File: config.mk
export PLATFORM = sky130hd
export DESIGN_NAME = spi_txn_arbiter
export DESIGN_NICKNAME = d
export VERILOG_FILES = /design/src/rtl/spi_pkg.sv /design/src/rtl/rr_arbiter.sv /design/src/rtl/spi_txn_arbiter.sv
export SDC_FILE = /design/constraint.sdc
export NUM_CORES = 1
export LEC_CHECK = 0
export ABC_CLOCK_PERIOD_IN_PS = 1750
export BUFFER_PORTS_ARGS = -buffer_cell sky130_fd_sc_hd__buf_2
export CAP_MARGIN = 5
export CORE_MARGIN = 2
export CORE_UTILIZATION = 23
export DETAILED_ROUTE_END_ITERATION = 8
export PLACE_DENSITY = 0.57
export SYNTH_ARGS = -nofsm -noshare
export SYNTH_HDL_FRONTEND = slang
export SYNTH_SLANG_ARGS = --single-unit
File: constraint.sdc
create_clock -name spi_clk -period 1.75 [get_ports spi_clk]
set_input_delay 0.0875 -clock spi_clk [delete_from_list [all_inputs] [get_ports spi_clk]]
set_output_delay 0.0875 -clock spi_clk [all_outputs]
set_load 0.03 [all_outputs]
File: src/rtl/spi_pkg.sv
// spi_pkg: shared SPI arbiter states, transfer modes and ADXL345 register map
// Contents: arb_state_t state encoding, WRITE_MODE/READ_MODE, REG_* addresses, spi_cmd() word builder
package spi_pkg;
  typedef enum logic [1:0] {IDLE = 2'd0, ISSUE = 2'd1, RESP = 2'd2, GAP = 2'd3} arb_state_t;
  localparam logic [1:0] WRITE_MODE = 2'b00;
  localparam logic [1:0] READ_MODE = 2'b10;
  localparam logic [5:0] REG_DEVID = 6'h00;
  localparam logic [5:0] REG_BW_RATE = 6'h2C;
  localparam logic [5:0] REG_POWER_CTL = 6'h2D;
  localparam logic [5:0] REG_DATA_FORMAT = 6'h31;
  localparam logic [5:0] REG_DATAX0 = 6'h32;
  function automatic logic [15:0] spi_cmd(input logic [1:0] mode, input logic [5:0] addr, input logic [7:0] data);
    return {mode, addr, data};
  endfunction
endpackage

File: src/rtl/rr_arbiter.sv
// rr_arbiter: round-robin pick of the first request at or after a pointer, with wrap
// Ports: spi_clk/n_rst clock and async active-low reset; req request vector;
//        adv/adv_id move the pointer past adv_id; win_oh/win_id winner (one-hot/binary); any = some req set
module rr_arbiter #(
  parameter int N = 3
) (
  input  logic         spi_clk,
  input  logic         n_rst,
  input  logic [N-1:0] req,
  input  logic         adv,
  input  logic [2:0]   adv_id,
  output logic [N-1:0] win_oh,
  output logic [2:0]   win_id,
  output logic         any
);
  logic [2:0] ptr, lo_id, hi_id;
  logic hi_hit;
  // lowest set bit overall is the wrap fallback when nothing is set at or above the pointer
  always_comb begin
    lo_id = '0;
    hi_id = '0;
    hi_hit = 1'b0;
    for (int j = N - 1; j >= 0; j--) begin
      if (req[j]) lo_id = 3'(j);
      if (req[j] && 3'(j) >= ptr) begin
        hi_id = 3'(j);
        hi_hit = 1'b1;
      end
    end
    win_id = hi_hit ? hi_id : lo_id;
    win_oh = {{(N-1){1'b0}}, 1'b1} << win_id;
  end
  assign any = |req;
  always_ff @(posedge spi_clk or negedge n_rst)
    if (!n_rst) ptr <= '0;
    else if (adv) ptr <= adv_id == 3'(N - 1) ? 3'd0 : adv_id + 3'd1;
endmodule

File: src/rtl/spi_txn_arbiter.sv
// spi_txn_arbiter: round-robin sharing of one spi_serdes among NUM_REQ requesters with a chip-select gap
// Ports: spi_clk/n_rst clock and async active-low reset; req/req_data requests and 16-bit words;
//        ack/rx_data/err completion to the winner; busy, grant_id status; ser_* serdes handshake
// Optional: define SPI_ARB_TIMEOUT_EN to abort ISSUE after TIMEOUT_CYCLES (ack with err=1, rx_data=8'hFF)
module spi_txn_arbiter
  import spi_pkg::*;
#(
  parameter int NUM_REQ = 3,
  parameter int GAP_CYCLES = 2,
  parameter int TIMEOUT_CYCLES = 64
) (
  input  logic                   spi_clk,
  input  logic                   n_rst,
  input  logic [NUM_REQ-1:0]     req,
  input  logic [16*NUM_REQ-1:0]  req_data,
  output logic [NUM_REQ-1:0]     ack,
  output logic [7:0]             rx_data,
  output logic                   err,
  output logic                   busy,
  output logic [2:0]             grant_id,
  output logic                   ser_start,
  output logic [15:0]            ser_data_tx,
  input  logic                   ser_done,
  input  logic [7:0]             ser_data_rx
);
  arb_state_t state, nxt;
  logic [3:0] gap_cnt;
  logic [NUM_REQ-1:0] win_oh;
  logic [2:0] win_id;
  logic [15:0] win_word;
  logic any, fin, to_hit;
  rr_arbiter #(.N(NUM_REQ)) u_rr (
    .spi_clk(spi_clk),
    .n_rst(n_rst),
    .req(req),
    .adv(state == RESP),
    .adv_id(grant_id),
    .win_oh(win_oh),
    .win_id(win_id),
    .any(any)
  );
  always_comb begin
    win_word = '0;
    for (int i = 0; i < NUM_REQ; i++) win_word |= {16{win_oh[i]}} & req_data[16*i +: 16];
  end
  // ser_done is only meaningful while ISSUE holds the serdes
  assign fin = state == ISSUE && (ser_done || to_hit);
  assign busy = state != IDLE;
  always_comb begin
    nxt = state;
    case (state)
      IDLE:    nxt = any ? ISSUE : IDLE;
      ISSUE:   nxt = fin ? RESP : ISSUE;
      RESP:    nxt = GAP_CYCLES == 0 ? IDLE : GAP;
      GAP:     nxt = gap_cnt == 4'(GAP_CYCLES - 1) ? IDLE : GAP;
      default: nxt = IDLE;
    endcase
  end
  always_ff @(posedge spi_clk or negedge n_rst)
    if (!n_rst) begin
      state <= IDLE;
      gap_cnt <= '0;
      ack <= '0;
      rx_data <= '0;
      grant_id <= '0;
      ser_start <= 1'b0;
      ser_data_tx <= '0;
    end else begin
      state <= nxt;
      gap_cnt <= state == GAP ? gap_cnt + 4'd1 : 4'd0;
      ack <= fin ? {{(NUM_REQ-1){1'b0}}, 1'b1} << grant_id : '0;
      if (state == IDLE && any) begin
        grant_id <= win_id;
        ser_data_tx <= win_word;
        ser_start <= 1'b1;
      end
      if (fin) begin
        ser_start <= 1'b0;
        rx_data <= ser_done ? ser_data_rx : 8'hFF;
      end
    end
`ifdef SPI_ARB_TIMEOUT_EN
  localparam int TW = $clog2(TIMEOUT_CYCLES + 1);
  logic [TW-1:0] to_cnt;
  assign to_hit = to_cnt == TW'(TIMEOUT_CYCLES - 1);
  // counter is zero outside ISSUE, so every entry starts a fresh count
  always_ff @(posedge spi_clk or negedge n_rst)
    if (!n_rst) begin
      to_cnt <= '0;
      err <= 1'b0;
    end else begin
      to_cnt <= state == ISSUE ? to_cnt + TW'(1) : '0;
      err <= fin && !ser_done;
    end
`else
  assign to_hit = 1'b0;
  assign err = 1'b0;
`endif
endmodule

==> impl_metrics.tcl <==
set metrics [dict create \
    cp.buffers_inverters 1 \
    min_path_cells 2 \
    wl_um 5322 \
    final_cell_mix "92 x buf_2, 39 x dfrtp_1, 22 x nor2_1, 19 x o21ai_0, 18 x a21oi_1" \
    coreArea_mm2 0.007807 \
    layout_commonest_cell "buf_2" \
    syn_area_mm2 0.001877 \
    antenna_found_initial 0 \
    dr.pass1.iters 4 \
    finalSetupTns_ns 0 \
    die-area_mm2 0.008898 \
    antenna_cells 0 \
    status "completed" \
    postLayoutCoreUtil 0.3383 \
    drc 0 \
    period_share 0.9349 \
    multi_input_area_um2 829.5 \
    fill_cells 824 \
    regArea_um2 975.9 \
    fin_total_pwr_mw 4.621 \
    criticalPathCategory "reg2reg" \
    grt_pass1_vias 1709 \
    htreeDepth 2 \
    start_util 0.2404 \
    crit_slowest_cell "dfrtp_1" \
    ys_seq_area_frac 0.5200 \
    syn2layout_area_growth_pct 40.73 \
    ant_nets 0 \
    required_ns 1.93 \
    cp_num_cells 5 \
    peakVddDrop_mv 0.5303 \
    p_leak_nw 1.288 \
    fin_worst_skew_ns 0.009052 \
    cts-root-buf "clkbuf_8" \
    cap_violations 0 \
    hold_viol_final 0 \
    rsz0062_at_grt "no" \
    drv_slew 0 \
    arrival_ns 1.82 \
    ys_types 33 \
    final_cells 382 \
    fmax_ghz 0.6112 \
    clk_pin_slew_ns 0.09 \
    grt_max_degree 22 \
    worst_setup_path_start_kind "flop" \
    routed_via_density 4.513 \
    placed_area_mm2 0.002515 \
    grt-ovfl-total 0 \
    critPathTopFamily "simple AND/OR/NAND/NOR gates" \
    cts_buffer_depth 2 \
    endpoint_kind "flop" \
    setup_viol 0 \
    drive_above_1_share 0.4929 \
    whs_ns 0.01398 \
    rows 32 \
    die_x_um 94.33 \
    yosysWarnings 0 \
    hp-class "in2reg" \
    synth-seq-cells 39 \
    fin_nets 343 \
    synth-async-reset-ratio 1.000 \
    grt_pass1_wl_um 8411 \
    portBuffers 92 \
    gp_congestion 0.7525 \
    synth-edff-count 0 \
    avgSynthCellArea_um2 10.66 \
    fin_ws_ns 0.1140 \
    final_area_mm2 0.002641 \
    cts_tree "done" \
    clock_latency_ns 0.30 \
    cts_inserted_buffers 5 \
    r2r_cells 5 \
    routedWlPerCell_um 13.93 \
    drtIter0Drc 62 \
    post-place-ws_ns 0.06379 \
    io_pins 95 \
    finalCriticalPeriod_ns 1.636 \
    die_y_um 94.33 \
    hpwlAfterDp_um 4071 \
    dp.cells 372 \
    syn_inst 176 \
    vias 1724 \
    crit_chain "and4bb_1 > and4b_1 > buf_12 > a221oi_1 > a21oi_1" \
    track_usage 0.1215 \
    crit_path_max_fanout 11 \
    critPathMaxStageDelay_ns 0.41 \
    synth_flop_cell "dfrtp_1" \
    p_per_area_mw_per_mm2 1749 \
    cts.sinks 39 \
]
[sequential cells by signal, indices dropped and copies added, names as in the netlist]
name,cells
ser_data_tx,16
rx_data,8
gap_cnt,4
ack,3
u_rr.ptr,3
grant_id,2
state,2
ser_start,1
[cells in the mapped netlist, types with 2 or more instances]
library cell   n  area share
a21oi_1       18       0.048
a221oi_1       7       0.033
a221oi_2       9       0.072
buf_2          4       0.011
buf_4          2      0.0080
buf_6          2       0.012
clkbuf_1       3      0.0060
dfrtp_1       39        0.52
ha_1           2       0.013
inv_1          3      0.0060
mux2_2         8       0.048
nand2_1       16       0.032
nand2b_1       2      0.0067
nor2_1        22       0.044
nor3b_1        2      0.0080
o21ai_0       19       0.051
o31ai_1        2      0.0080
[worst reg2reg max path, stage by stage, from the launching register on]
cell and delay, ns:
dfrtp_1 0.41, and4bb_1 0.29, and4b_1 0.25, buf_12 0.17, a221oi_1 0.29, a21oi_1 0.10
[cell families after synthesis]
| group | after synthesis | share of synthesized area |
|---|---|---|
| AOI/OAI and AO/OA | 60 | 0.2340 |
| xor gates and xnor gates | 2 | 0.009335 |
| adders and majority gates | 2 | 0.01333 |
| buffers and inverters | 15 | 0.05333 |
| DFF | 39 | 0.5200 |
| muxes | 8 | 0.04800 |
| other | 1 | 0.001998 |
| and+or+nand+nor | 49 | 0.1200 |
[layout make-up]
type | count | share of cell area
Sequential cell | 39 | 0.3695
Multi-Input combinational cell | 123 | 0.3141
Timing Repair Buffer | 107 | 0.2321
Tap cell | 102 | 0.04832
Clock buffer | 5 | 0.02605
Clock inverter | 3 | 0.005685
Inverter | 3 | 0.004263
[layer usage]
| metal | vias to the layer above | GRT usage | share of wire |
|---|---|---|---|
| li1 | 838 | - | - |
| met1 | 829 | 0.1586 | 0.46 |
| met2 | 50 | 0.1982 | 0.48 |
| met3 | 7 | 0.02953 | 0.050 |
| met4 | 0 | 0.03986 | 0.013 |
| met5 | - | 0 | 0 |
[where the power goes]
| part | switching, mW | internal, mW | leakage [nW] | total, mW |
|---|---|---|---|---|
| logic | 1.54 | 0.896 | 0.773 | 2.44 |
| registers | 0.268 | 1.30 | 0.467 | 1.57 |
| clock network | 0.337 | 0.273 | 0.0477 | 0.611 |
| total | 2.15 | 2.47 | 1.29 | 4.62 |
[final timing paths]
path | slack (ns) | endpoint | from
max | 0.11 | ser_data_tx[1] | u_rr.ptr[2]
min | 0.01 | rx_data[5] | ser_data_rx[5]
max reg2reg | 0.11 | ser_data_tx[1] | u_rr.ptr[2]
min reg2reg | 0.48 | ser_start | ser_start
max in group asynchronous | 0.98 | rx_data[1] | n_rst
min in group asynchronous | 0.29 | ser_data_tx[5] | n_rst
[what timing repair did]
action	4_1_cts	5_1_grt
hold endpoints to repair	18	0
endpoints found under the setup margin	0	6
resized for setup	0	4
hold buffers	1	0
setup buffers	0	1
No activity file was read; power rests on OpenSTA's default activity.
